**src/rtl/cordic_vectoring_iter.sv**
```systemverilog
// cordic_vectoring_iter
//   Iterative vectoring-mode CORDIC. One shared micro-rotation stage drives (x,y) onto the
//   +x axis. The rotation angle builds up in z (atan2(y,x)), and the scaled vector length is
//   left in x. Inputs are Q1.20 (21 b). The datapath and the outputs are Q3.20 (23 b).
//   Build macro CORDIC_VEC_GAIN_COMP_EN adds a one-cycle COMP state. That state multiplies the
//   raw magnitude by K = 0.607253 to remove the CORDIC gain. Without the macro, magnitude
//   carries the gain of 1.646760.
//
//   state | meaning
//   IDLE  | waiting for start
//   ITER  | one micro-rotation per enabled cycle; the final cycle (cnt == ITERS) only hands off
//   COMP  | gain-compensation multiply (macro builds only)
//   DONE  | results registered, one-cycle done pulse
module cordic_vectoring_iter #(
  parameter int ITERS = 16,
  parameter int IN_W  = 21,
  parameter int OUT_W = 23
) (
  input  logic             clock,
  input  logic             aclr,
  input  logic             clk_en,
  input  logic             start,
  input  logic [IN_W-1:0]  x_in,
  input  logic [IN_W-1:0]  y_in,
  output logic             busy,
  output logic             done,
  output logic [OUT_W-1:0] angle,
  output logic [OUT_W-1:0] magnitude
);

  localparam int CNT_W = $clog2(ITERS + 1);
  localparam logic signed [OUT_W-1:0] HALF_PI = 23'sh1921FB;

  typedef enum logic [1:0] {
    S_IDLE = 2'd0,
    S_ITER = 2'd1,
    S_COMP = 2'd2,
    S_DONE = 2'd3
  } state_t;

  state_t state, state_next;

  logic [CNT_W-1:0]        cnt;
  logic [3:0]              idx;
  logic                    last;
  logic                    accept;
  logic                    finish;
  logic                    zero_r;
  logic signed [OUT_W-1:0] x_r, y_r, z_r;
  logic signed [OUT_W-1:0] x_ext, y_ext;
  logic signed [OUT_W-1:0] x_load, y_load, z_load;
  logic signed [OUT_W-1:0] x_sh, y_sh, atan_i;
  logic signed [OUT_W-1:0] x_step, y_step, z_step;
  logic signed [OUT_W-1:0] mag_next;

  // atan(2^-i) in Q.20
  function automatic logic signed [OUT_W-1:0] atan_lut(input logic [3:0] i);
    case (i)
      4'd0:    atan_lut = 23'sh0C90FE;
      4'd1:    atan_lut = 23'sh076B1A;
      4'd2:    atan_lut = 23'sh03EB6F;
      4'd3:    atan_lut = 23'sh01FD5C;
      4'd4:    atan_lut = 23'sh00FFAB;
      4'd5:    atan_lut = 23'sh007FF5;
      4'd6:    atan_lut = 23'sh003FFF;
      4'd7:    atan_lut = 23'sh002000;
      4'd8:    atan_lut = 23'sh001000;
      4'd9:    atan_lut = 23'sh000800;
      4'd10:   atan_lut = 23'sh000400;
      4'd11:   atan_lut = 23'sh000200;
      4'd12:   atan_lut = 23'sh000100;
      4'd13:   atan_lut = 23'sh000080;
      4'd14:   atan_lut = 23'sh000040;
      default: atan_lut = 23'sh000020;
    endcase
  endfunction

  assign x_ext  = {{(OUT_W-IN_W){x_in[IN_W-1]}}, x_in};
  assign y_ext  = {{(OUT_W-IN_W){y_in[IN_W-1]}}, y_in};
  assign idx    = 4'(cnt);
  assign last   = (cnt == CNT_W'(ITERS));
  assign accept = (state == S_IDLE) && start;
  assign atan_i = atan_lut(idx);

`ifdef CORDIC_VEC_GAIN_COMP_EN
  localparam logic signed [21:0] K_GAIN = 22'sh09B74F;
  logic signed [OUT_W+21:0] prod;
  assign prod     = x_r * K_GAIN;
  assign mag_next = OUT_W'(prod >>> 20);
  assign finish   = (state == S_COMP);
`else
  assign mag_next = x_r;
  assign finish   = (state == S_ITER) && last;
`endif

  // Pre-rotate left-half-plane vectors by +/-pi/2 so the iterations only have to cover +/-pi/2
  always_comb begin
    x_load = x_ext;
    y_load = y_ext;
    z_load = '0;
    if (x_ext[OUT_W-1]) begin
      if (!y_ext[OUT_W-1]) begin
        x_load = y_ext;
        y_load = -x_ext;
        z_load = HALF_PI;
      end else begin
        x_load = -y_ext;
        y_load = x_ext;
        z_load = -HALF_PI;
      end
    end
  end

  // One micro-rotation toward y = 0, using the pre-step x and y
  always_comb begin
    x_sh = x_r >>> idx;
    y_sh = y_r >>> idx;
    if (!y_r[OUT_W-1]) begin
      x_step = x_r + y_sh;
      y_step = y_r - x_sh;
      z_step = z_r + atan_i;
    end else begin
      x_step = x_r - y_sh;
      y_step = y_r + x_sh;
      z_step = z_r - atan_i;
    end
  end

  // State register; clk_en low freezes the sequence
  always_ff @(posedge clock or posedge aclr) begin
    if (aclr)        state <= S_IDLE;
    else if (clk_en) state <= state_next;
  end

  // Next-state and handshake outputs
  always_comb begin
    state_next = state;
    busy       = 1'b0;
    done       = 1'b0;
    case (state)
      S_IDLE: begin
        if (start) state_next = S_ITER;
      end
      S_ITER: begin
        busy = 1'b1;
`ifdef CORDIC_VEC_GAIN_COMP_EN
        if (last) state_next = S_COMP;
`else
        if (last) state_next = S_DONE;
`endif
      end
`ifdef CORDIC_VEC_GAIN_COMP_EN
      S_COMP: begin
        busy       = 1'b1;
        state_next = S_DONE;
      end
`endif
      S_DONE: begin
        done       = 1'b1;
        state_next = S_IDLE;
      end
      default: state_next = S_IDLE;
    endcase
  end

  // Operand load, iteration datapath and result capture on entry to DONE
  always_ff @(posedge clock or posedge aclr) begin
    if (aclr) begin
      x_r       <= '0;
      y_r       <= '0;
      z_r       <= '0;
      cnt       <= '0;
      zero_r    <= 1'b0;
      angle     <= '0;
      magnitude <= '0;
    end else if (clk_en) begin
      if (accept) begin
        x_r    <= x_load;
        y_r    <= y_load;
        z_r    <= z_load;
        cnt    <= '0;
        zero_r <= (x_in == '0) && (y_in == '0);
      end else if ((state == S_ITER) && !last) begin
        x_r <= x_step;
        y_r <= y_step;
        z_r <= z_step;
        cnt <= cnt + CNT_W'(1);
      end
      if (finish) begin
        angle     <= zero_r ? '0 : z_r;
        magnitude <= zero_r ? '0 : mag_next;
      end
    end
  end

endmodule

```
**config.mk**
```make
export PLATFORM = sky130hd
export DESIGN_NAME = cordic_vectoring_iter
export DESIGN_NICKNAME = d
export VERILOG_FILES = /design/src/rtl/cordic_vectoring_iter.sv
export SDC_FILE = /design/constraint.sdc
export NUM_CORES = 1
export LEC_CHECK = 0
export ABC_AREA = 0
export BUFFER_PORTS_ARGS = -buffer_cell sky130_fd_sc_hd__buf_2
export CAP_MARGIN = 20
export CORE_UTILIZATION = 65
export CTS_CLUSTER_DIAMETER = 40
export DETAILED_ROUTE_END_ITERATION = 12
export PLACE_DENSITY = 0.87
export SETUP_SLACK_MARGIN = 0.1
export SLEW_MARGIN = 30
export SYNTH_ARGS = -nofsm -noshare
export SYNTH_HDL_FRONTEND = slang
export SYNTH_SLANG_ARGS = --single-unit
```
**constraint.sdc**
```tcl
create_clock -name clock -period 9 [get_ports clock]
set_input_delay 1.35 -clock clock [delete_from_list [all_inputs] [get_ports clock]]
set_output_delay 1.35 -clock clock [all_outputs]
set_load 0.02 [all_outputs]
```
; After elaboration in Yosys (flattened, before gate mapping)
; Memories as Yosys holds them, arrays and structs flattened.
; Index checks and enable logic that the tools add are counted.
[totals]
register_bits = 123
rom_bits = 320
in_bits = 46
output_inout_bits = 48
elab_cells = 62
mem_count = 1
[op_classes]
addsub = 9
eq_ne = 5
n_shift = 2
mux = 24
n_reduce_logical = 13
[mem_list]
columns = name, depth, width, read_ports, rd_clocked_by_memory_dff, wr, line_no
row1 = (no name shown), 16, 20, 1, 0, 0, 58  ; case (i)
[op_table]
columns = op, n
row1 = 2-to-1 mux 23 bit, 17
row2 = adder 23 bit, 3
row3 = subtractor 23 bit, 3
row4 = negator 21 -> 23 bit, 2
row5 = >>> shifter 23 x 4 -> 23 bit, 2
row6 = logical NOT 21 bit, 2
row7 = 2-to-1 mux 5 bit, 2
row8 = AND reduction 2 bit, 3
row9 = "adder 5 x 1 -> 5 bit, second input constant", 1
row10 = "== test 5 bit, second input constant", 1
row11 = logical AND 1 bit, 4
row12 = 2-to-1 mux 2 bit, 2
row13 = "!= test 2 bit, second input constant", 2
row14 = case mux 2 bit (2 select lines), 1
row15 = AND reduction 3 bit, 1
row16 = "== test 2 x 1 -> 1 bit, second input constant", 1
row17 = "== test 2 bit, second input constant", 1
row18 = logical NOT 2 bit, 1
row19 = 2-to-1 mux 1 bit, 2
row20 = nonzero test 2 bit, 1
row21 = logical NOT 1 bit, 1

; Longest topological paths before layout
; Gate-level depths: netlist (run 1).
[logic_depth]
word_depth = 5
depth_mapped = 27
ltp_nobuf = 22

; Worst setup path after synthesis (run 1)
; OpenSTA, ideal clock, no wires.
[synth_path]
kind = flip-flop to flip-flop
startpoint = register cnt[0]
endpoint = register z_r[21]
setup_time_ps = 120
arrival_ps = 5470
required_time_ps = 8880
slack_ps = 3409
stages_incl_launch_ff = 27
path_buffers = 5
period_less_slack_ps = 5591
cell_sequence = dfrtp_1 buf_6 buf_6 inv_1 buf_2 buf_2 ha_1 clkbuf_1 mux2_2 a21oi_1 nor2b_1 and4_1 nand2b_1 nor2b_1 nor2_1 xor2_1 ha_1 and3_1 a221o_1 a21oi_1 nor2b_1 a311oi_1 a21boi_0 o21a_1 o211a_1 or3_1 a31o_2
[synth_via]
elab_chain_len = 5
elab_cells_between_ends = 11
cone_classes = add/sub (2) / eq/ne (1) / mux (3) / reduce/logical (4) / memory (1)
[synth_rtl]
columns = element, line_no
row1 = from (decl), 43  ; logic [CNT_W-1:0] cnt;
row2 = from (signal assigned), 187  ; cnt <= cnt + CNT_W'(1);
row3 = memory read (16 x 20 bit) or == test 5 bit (tied branches), -
row4 = "adder 23 bit, or another cell as far along", 121  ; z_step = z_r + atan_i;
row5 = 2-to-1 mux 23 bit or logical AND 1 bit (tied branches), "118, 183"
row6 = 2-to-1 mux 23 bit or nonzero test 2 bit (tied branches), -
row7 = 2-to-1 mux 23 bit or AND reduction 2 bit (tied branches), -
row8 = to (signal assigned), 180  ; z_r <= z_load;
row9 = to (signal assigned), 186  ; z_r <= z_step;
row10 = to (decl), 49  ; logic signed [OUT_W-1:0] x_r, y_r, z_r;
; Several ways; a longest one is shown, not always the timed one. The select of a mux whose other input is x is not followed.
; A chain may end at the register's enable or synchronous reset.

; Worst setup path in the final report (run 1)
[layout_path]
startpoint = register cnt[1]
endpoint = register x_r[20] (netlist: mag_next[20])
[layout_via]
elab_chain_len = 5
elab_cells_between_ends = 11
cone_classes = add/sub (2) / eq/ne (1) / shift (1) / mux (3) / reduce/logical (4)
[layout_rtl]
columns = element, line_no
row1 = >>> shifter 23 x 4 -> 23 bit or == test 5 bit (tied branches), "117, 81"
row2 = "adder 23 bit, or another cell as far along", 119  ; x_step = x_r + y_sh;
row3 = 2-to-1 mux 23 bit or logical AND 1 bit (tied branches), "118, 183"
row4 = 2-to-1 mux 23 bit or nonzero test 2 bit (tied branches), -
row5 = 2-to-1 mux 23 bit or AND reduction 2 bit (tied branches), -
row6 = to (signal assigned), 178  ; x_r <= x_load;
row7 = to (signal assigned), 184  ; x_r <= x_step;
row8 = to (decl), 49
; Several ways; a longest one is shown, not always the timed one. The select of a mux whose other input is x is not followed.

==> run metrics, run 1 <==
status=complete, no violations; Worst-Margin Slew=977 ps; FF+latch area=3090 µm²; total grt overflow=0; Main synth FF type=dfrtp_1; crit path launch type=register; Clk Latency, worst-skew pair=roughly 440 ps; pin count of the biggest net entering global routing=85; Setup crit end kind=register; max incr delay on CP=between 800 and 900 ps; Resized cells post-CTS=0; num ports=94; fmax=150 MHz; Inst Count DP=1971; WL final=42.3 mm; Sink Count=about 120; HPWL Detailed=30.3 mm; Hold Crit Start=angle[11]; # DRC=0; layout cells sized above 1=14.2%; final hold vios=0; WP data required=9300 ps; relative slew slack=34.7%; CTS Root Cell=clkbuf_16; Die Y=between 100 and 150 µm; R2R Setup Slk=2340 ps; Hold WC Path Type=reg2reg; die area=21600 µm²; Post-Layout Cell Count=2005; Reg2Reg Depth=20; final worst path period share=between 70% and 80%; crit path kind=reg2reg; P&R area growth vs syn=7.89%; # fillers=roughly 1600; WL/cell=about 21 µm; crit path to=mag_next[20]; RSZ-0062 raised after global routing=false; Synth cell types=83; Core Area=20400 µm²; Synth async-reset ratio=100%; Setup Skew=12.3 ps; Final setup viols=0; die span in x=147 µm; cell chain of the critical path=buf_4 -> nor2_1 -> a222oi_1 -> mux2i_1 -> inv_1 -> ha_1 -> inv_1 -> a211oi_4 -> a21oi_1 -> xor2_1 -> ha_1 -> nor3_1 -> o21ai_0 -> a31oi_1 -> o221ai_1 -> a2111oi_0 -> o41ai_1 -> a311oi_1 -> xor2_1 -> a21oi_1; Critical path origin=cnt[1]; vias in the first global route=around 13000; worst r2r src=cnt[1]; first-pass GRT wire length=67.7 mm; r2r endpoint=mag_next[20]; clock tree buffer depth=2; Max Cap Violations=0; CTS tree=done; nets@finish=1853; Cells after Synth=1701; Initial Utilization=~67%; Worst-path clk slew=roughly 70 ps; Global Route Usage Sum=slightly below 40%; Port-buffer cells=93; total CTS buffers=17; Vias/cell=6.86; number of setup buffers added after CTS=0; DR iter-0 viols=between 1500 and 2000; Min Clock Period, post-route=roughly 6700 ps; CP Max Fanout=53; CTS Hold Bufs=0; initial antenna violation count=3; Seq cells post-synth=123; FP Rows=52; Seq/Total Area, Yosys=between 20% and 30%; number of flops mapped to enable cells by yosys=0; H-tree depth=4; Mapped Nets=approximately 1800; Post-DRT Antenna Nets=0; DR vias=13800; multi-input logic area=9920 µm²; Syn. warnings=0; Pre-antenna DRT Iters=6; Worst EP arrival=~7000 ps; syn_area_per_cell=approximately 8 µm²; Worst path slowest cell=a2111oi_0; Max Slew Vio Count=0; RD Place Congestion=about 1.0; setup_tns=0 ps; synthesized area=around 14000 µm²
[through the flow]
step	cell area [µm²]	hold slack (ps)	utilization [%]	setup WS (ps)
after global routing	14700	481	72.2	2060
after CTS	14700	464	72.1	2520
final	14700	460	72.2	2340
after global placement	14100	443	69.2	2850
after detailed placement	14100	450	69.2	2550
after floorplan	13700	473	-	3410
[metal layers]
layer | wire length (µm) | track usage [%]
met4 | 2020 | 20.7
met3 | 4430 | 7.83
met1 | 16100 | 50.1
met2 | 19800 | 64.3
met5 | 13 | 0
[cell usage in the layout, fill, tap and decap left out, drive strengths merged, types with 13 or more instances in the layout]
cell type,synthesis,layout
a21oi,213,213
inv,54,63
clkbuf,69,18
o21ai,88,88
xnor2,75,75
xor2,58,58
nand2,206,206
mux2i,36,36
mux2,20,20
mux4,50,50
dfrtp,123,123
or3,16,16
a31oi,23,23
nor2b,18,18
nor2,176,176
ha,84,84
buf,39,108
nand3b,44,44
o31ai,13,13
o21a,13,13
nand3,22,22
o21bai,14,14
a211oi,42,42
and3,15,15
a21o,20,20
nor3,25,25
[area by class of cell]
type,instances,share of cell area [%]
clock inverters,14,1.18
multi-input cells,1415,67.3
flip-flops and latches,123,20.9
inverters,55,1.42
clock buffers,18,2.91
diodes,2,0.0340
well taps,270,2.29
repair buffers,108,3.92
[worst max-delay path: cells and delay by family, from the launching register on]
family	cells	cell delay, ps
AOI/OAI and AO/OA	10	3440
xor gates and xnor gates	2	390
adders and majority gates	2	420
buffers and inverters	3	890
DFF	1	650
muxes	1	230
and+or+nand+nor	2	470
[synth_stat cells, types with 9 or more instances]
library cell	instances	share of area [%]
xnor2_1	75	4.8
nand2b_1	10	0.46
nand3b_1	44	2.4
a21oi_1	212	7.8
mux2i_1	36	2.6
buf_1	15	0.41
nor2_1	175	4.8
o41ai_1	9	0.58
xor2_1	58	3.7
o21ai_0	83	3.0
and3_1	15	0.69
a211oi_1	41	2.3
a21o_1	20	1.1
mux2_2	19	1.6
a31oi_1	23	1.1
nor2b_1	18	0.82
ha_1	84	7.7
mux4_2	50	8.2
o21a_1	13	0.71
or3_1	15	0.69
nand3_1	21	0.77
and2_1	10	0.46
dfrtp_1	123	23
nor3_1	24	0.88
nand2_1	206	5.7
inv_1	53	1.5
o21bai_1	14	0.77
o31ai_1	13	0.71
clkbuf_1	69	1.9
buf_2	17	0.62
[kinds of logic after synthesis]
logic type / after synthesis / synth area share (%)
and+or+nand+nor: 582 / 20.2
AOI/OAI and AO/OA: 507 / 23.2
buffers and inverters: 163 / 4.96
xor gates and xnor gates: 133 / 8.53
DFF: 123 / 22.5
muxes: 106 / 12.5
adders and majority gates: 87 / 8.13
[how the worst min path moves through the flow]
stage               depth (start not counted)  slack (ps)            end
CTS                                         2         460       angle[7]
global placement                            2         440      angle[11]
finish                                      2         460      angle[11]
floorplan                                   2         470    mag_next[0]
detailed placement                          2         450      angle[11]
global route                                2         480  magnitude[19]
[registers in the layout (all words and copies together) (netlist names)]
| name | cells |
|---|---|
| y_r | 23 |
| z_r | 23 |
| magnitude | 23 |
| zero_r | 1 |
| cnt | 5 |
| mag_next | 23 |
| angle | 23 |
| state | 2 |
Power of run 1 is left out: the tool's default activity adds up to more than one toggle a clock period on the data nets, which glitch-free logic cannot reach.
==> run 2, diff against run 1 <==
Settings changed: ABC_AREA 0 to 1, CORE_UTILIZATION 65 to 57, PLACE_DENSITY 0.87 to 0.81.
Clock period 9 ns to 5.5 ns, I/O delays scaled along.
==> run 2 against run 1 <==
- final cell count rose by 26%
- sequential cell count unchanged
- synthesized cell count up 27%
- sequential share of layout area down 0.14 points
- synthesized area down 0.30%
- global-route usage fell by 2.0 points
- die area is 13% higher
- clock skew increased by 3.1 ps
- setup slack got worse by 1600 ps
- worst hold slack worse by 150 ps
- largest cell class unchanged
==> run metrics, run 2 <==
final hold vios=0 (unchanged); Cells after Synth=2161 (+27%); Post-DRT Antenna Nets=0 (unchanged); CTS tree=done; number of flops mapped to enable cells by yosys=0 (unchanged); nets@finish=2337 (+26%); Max Slew Vio Count=0 (unchanged); Clk Latency, worst-skew pair=440 ps (about the same); multi-input logic area=9250 µm² (-6.8%); final worst path period share=86.0% (+12 points); Mapped Nets=2294 (+25%); WL/cell=18.0 µm (-15%); Seq/Total Area, Yosys=22.6% (+0.068 points); RD Place Congestion=1.00 (-3.7%); initial antenna violation count=0 (-3); CTS Root Cell=clkbuf_16; max incr delay on CP=560 ps (-280 ps); H-tree depth=4 (unchanged); final antenna diode count=0 (-2); Area after DPL=14200 µm² (+0.64%); synthesized area=13600 µm² (-0.30%); Core Area=23500 µm² (+15%); FF+latch area=3080 µm² (-0.20%); status=complete, no violations; Worst path slowest cell=dfrtp_2; Global Route Usage Sum=37.5% (-2.0 points); Finished Cell Area=14800 µm² (+0.49%); Resized cells post-CTS=0 (unchanged); Final Hold Slack=311 ps (-149 ps); area share of the largest cell type after synthesis=22.6% (+0.068 points); Sink Count=123 (unchanged); DR vias=15300 (+11%); layout cells sized above 1=10.0% (-4.2 points); Vias/cell=6.01 (-12%); # fillers=2241 (+39%); Hold WC Path Type=in2async; Setup crit end kind=register; Syn. warnings=0 (unchanged); CP most frequent cell=nand2_1; Worst-Margin Slew=918 ps (-59.0 ps); total CTS buffers=17 (unchanged); total grt overflow=0 (unchanged); WL final=45.7 mm (+8.0%); most common cell in the netlist=nand2_1; Setup Skew=15.4 ps (+3.06 ps); die span in x=157 µm (+6.5%); Final setup viols=0 (unchanged); WP data required=5790 ps (-3510 ps); Initial Utilization=58.0% (-8.8 points); fmax=211 MHz (+41%); setup_tns=0 ps (unchanged); Worst EP arrival=5020 ps (-1950 ps); CTS Hold Bufs=0 (unchanged); # DRC=0 (unchanged); crit path kind=reg2reg; CP Max Fanout=48 (-9.4%); Max Cap Violations=0 (unchanged); Pre-antenna DRT Iters=6 (unchanged); P&R area growth vs syn=8.75%; cell taking the most area after synthesis=dfrtp_1; commonest non-fill, non-tap cells in the layout=nand2_1, nand3_1, inv_1, a21oi_1, nor2_1; HPWL Detailed=34.4 mm (+13%); num ports=94 (unchanged); Synth async-reset ratio=100% (unchanged); Min Clock Period, post-route=4730 ps (-1930 ps); clock tree buffer depth=2 (unchanged); most frequent cells after synthesis=nand2_1, nand3_1, inv_1, a21oi_1, nor2_1; FP Rows=56 (+7.7%); Main synth FF type=dfrtp_1; Port-buffer cells=93 (unchanged); pin count of the biggest net entering global routing=71 (-16%); vias in the first global route=13800 (+6.0%); Synth cell types=58 (-30%); Seq cells post-synth=123 (unchanged); Die Y=157 µm (+6.5%); first-pass GRT wire length=71.4 mm (+5.5%); die area=24500 µm² (+13%); syn_area_per_cell=6.30 µm² (-22%); post-route setup slack=770 ps (-1570 ps); relative slew slack=38.8% (+4.1 points); crit path launch type=register; DR iter-0 viols=1624 (-12%); commonest non-fill, non-tap cell in the layout=nand2_1; RSZ-0062 raised after global routing=false; number of setup buffers added after CTS=0 (unchanged); DP Worst Slack=895 ps (-1650 ps); top cells by area, synth=dfrtp_1, nand2_1, nand3_1; Worst-path clk slew=70 ps (about the same)
==> run 2: cell count changes after synthesis, sizes merged, moves of 36 or more <==
cell	change
a211oi	-39
o21ai	+78
a21oi	-49
nand3b	-38
nand2	+386
xnor2	-48
nand3	+212
inv	+166
mux2i	-36
mux4	-50
==> run 2: layout make-up <==
type,instances,share of cell area (%)
well taps,319,2.69
clock inverters,14,1.01
flip-flops and latches,123,20.8
inverters,224,5.71
repair buffers,118,4.41
multi-input cells,1720,62.4
clock buffers,18,2.96
==> run 2: cells by family (layout without fill, tap and decap cells) <==
| family | after synthesis | count (layout) | share of synthesized area [%] |
|---|---|---|---|
| xor gates and xnor gates | 76 | 76 | 4.89 |
| DFF | 123 | 123 | 22.6 |
| adders and majority gates | 87 | 87 | 8.16 |
| buffers and inverters | 318 | 374 | 9.56 |
| AOI/OAI and AO/OA | 490 | 490 | 21.2 |
| and+or+nand+nor | 1067 | 1067 | 33.6 |
==> run 2: path summary, 6_finish.rpt <==
path / start / endpoint / slack (ps) / cells after the start
worst max-delay path: cnt[0] / mag_next[21] / 770 / 27
worst min-delay path: aclr / mag_next[21] / 310 / 2
worst max register to register: cnt[0] / mag_next[21] / 770 / 27
worst min register to register: angle[12] / angle[12] / 480 / 2
max in group asynchronous: aclr / zero_r / 4160 / 3
min in group clock: angle[12] / angle[12] / 480 / 2
==> run 2: worst max-delay path, delay by kind of cell (launching register included) <==
| kind | cells | cell delay (ps) |
|---|---|---|
| buf+inv | 3 | 690 |
| simple gates | 15 | 1700 |
| xor+xnor | 1 | 100 |
| flops | 1 | 560 |
| fa+ha+maj | 2 | 560 |
| compound gates | 6 | 940 |
==> run 2: stage by stage <==
step	cells	utilization, %
after floorplan	2161	-
after global placement	2504	60.6
after detailed placement	2504	60.6
after CTS	2536	63.1
after global routing	2536	63.1
final	2536	63.1
==> run 2: layer usage <==
| metal | wire length (µm) | track usage [%] | vias up |
|---|---|---|---|
| met5 | 0 | 0 | - |
| met4 | 2470 | 21.5 | 0 |
| met3 | 3870 | 5.34 | 137 |
| met2 | 20300 | 60.2 | 760 |
| met1 | 19100 | 48.3 | 6972 |
| li1 | - | - | 7382 |
Power of run 2 is left out for the same reason.
==> run 3, diff against run 2 <==
Settings changed: RECOVER_POWER from default to 50.
==> run 3 against run 2 <==
- the flow now finishes with violations (max-capacitance violations, max-slew violations)
- critical path type unchanged
- global-route usage unchanged
- first-iteration DRC count increased by 0.99%
- sequential cell count unchanged
- clock skew decreased by 0.69 ps
- final cell count unchanged
- non-clock buffer count unchanged
- fmax increased by 0.23%
- via count increased by 0.28%
- register-to-register slack about the same
- utilization decreased by 0.17 points
==> run metrics, run 3 (synthesis results as in run 2) <==
status=complete, but fails checks; failing checks=max-capacitance violations, max-slew violations; worst path bufs/invs=3 (unchanged); Resized cells post-CTS=0 (unchanged); Port-buffer cells=93 (unchanged); initial antenna violation count=0 (unchanged); FP Rows=56 (unchanged); WP data required=5790 ps (about the same); Vias/cell=6.03 (+0.28%); total CTS buffers=17 (unchanged); nets@finish=2337 (unchanged); multi-input logic area=9250 µm² (unchanged); DR iter-0 viols=1640 (+0.99%); CP Max Fanout=48 (unchanged); Setup crit end kind=register; Final setup viols=0 (unchanged); clock tree buffer depth=2 (unchanged); die area=24500 µm² (unchanged); Setup Skew=14.7 ps (-0.686 ps); CP most frequent cell=nand2_1; WL/cell=18.0 µm (about the same); HPWL Detailed=34.4 mm (unchanged); CTS Root Cell=clkbuf_16; final antenna diode count=0 (unchanged); CTS tree=done; max incr delay on CP=560 ps (about the same); # fillers=2258 (+0.76%); Worst path slowest cell=dfrtp_2; total grt overflow=0 (unchanged); num ports=94 (unchanged); relative slew slack=-110% (-150 points); fin util=62.9% (-0.17 points); Die Y=157 µm (unchanged); Pre-antenna DRT Iters=6 (unchanged); WL final=45.7 mm (about the same); Finished Cell Area=14800 µm² (-0.26%); Global Route Usage Sum=37.5% (unchanged); Hold WC Path Type=in2async; vias in the first global route=13800 (unchanged); layer with the highest usage=met2; P&R area growth vs syn=8.47%; Worst EP arrival=5010 ps (about the same); Max Slew Vio Count=111 (+111); crit path launch type=register; setup_tns=0 ps (unchanged); # DRC=0 (unchanged); CTS Hold Bufs=0 (unchanged); Worst-Margin Slew=3140 ps (+2230 ps); met3 usage=5.34% (unchanged); grt met2 use=60.2% (unchanged); Top Family by Delay on Critical Path=simple AND/OR/NAND/NOR gates; commonest non-fill, non-tap cell in the layout=nand2_1; Post-DRT Antenna Nets=0 (unchanged); commonest non-fill, non-tap cells in the layout=nand2_1, nand3_1, inv_1, a21oi_1, nor2_1; fmax=212 MHz (+0.23%); DR vias=15300 (+0.28%); pin count of the biggest net entering global routing=71 (unchanged); met1 usage=48.3% (unchanged); H-tree depth=4 (unchanged); crit path kind=reg2reg; Sink Count=123 (unchanged); final hold vios=0 (unchanged); Area after DPL=14200 µm² (unchanged); Max Cap Violations=2 (+2); RD Place Congestion=1.00 (unchanged); first-pass GRT wire length=71.4 mm (unchanged); Worst-path clk slew=70 ps (about the same); layout cells sized above 1=8.84% (-1.2 points); Core Area=23500 µm² (unchanged); FF+latch area=3080 µm² (unchanged); Initial Utilization=58.0% (unchanged); final worst path period share=85.8% (-0.20 points); Min Clock Period, post-route=4720 ps (-10.9 ps); die span in x=157 µm (unchanged); RSZ-0062 raised after global routing=false; number of setup buffers added after CTS=0 (unchanged); Clk Latency, worst-skew pair=440 ps (about the same)
-- run 3: final cells by class --
type / instances / area share, %
Clock buffer: 18 / 2.97
Clock inverter: 14 / 1.02
Inverter: 224 / 5.72
Multi-Input combinational cell: 1720 / 62.6
Sequential cell: 123 / 20.8
Tap cell: 319 / 2.70
Timing Repair Buffer: 118 / 4.17
-- run 3: final timing paths --
path                            from            end  slack [ps]  cells after the start
setup / recovery              cnt[0]   mag_next[21]         780                     27
min in group clock         angle[12]      angle[12]         480                      2
max in group asynchronous       aclr         zero_r        1440                      3
hold reg to reg            angle[12]      angle[12]         480                      2
hold / removal                  aclr  magnitude[21]         480                      2
setup reg to reg              cnt[0]   mag_next[21]         780                     27
-- run 3: worst register-to-register path: cells and delay by family (launching register included) --
kind | cells | cell delay (ps)
buffers and inverters | 3 | 700
XOR/XNOR | 1 | 100
AO/OA/AOI/OAI | 6 | 970
adder cells (fa/ha/maj) | 2 | 570
flip-flops | 1 | 560
AND/OR/NAND/NOR | 15 | 1690
-- run 3: metrics by stage --
step	hold slack (ps)	setup WS, ps	std cells
detailed placement	463	895	2504
global route	504	369	2536
finish	478	781	2536
global placement	459	990	2504
floorplan	459	1400	2161
CTS	311	865	2536
-- run 3: routing by layer --
layer / share of wire (%) / vias to the layer above
li1: - / 7386
met1: 42 / 6973
met2: 44 / 792
met3: 8.6 / 143
met4: 5.6 / 0
met5: 0 / -
Power of run 3 is left out for the same reason.
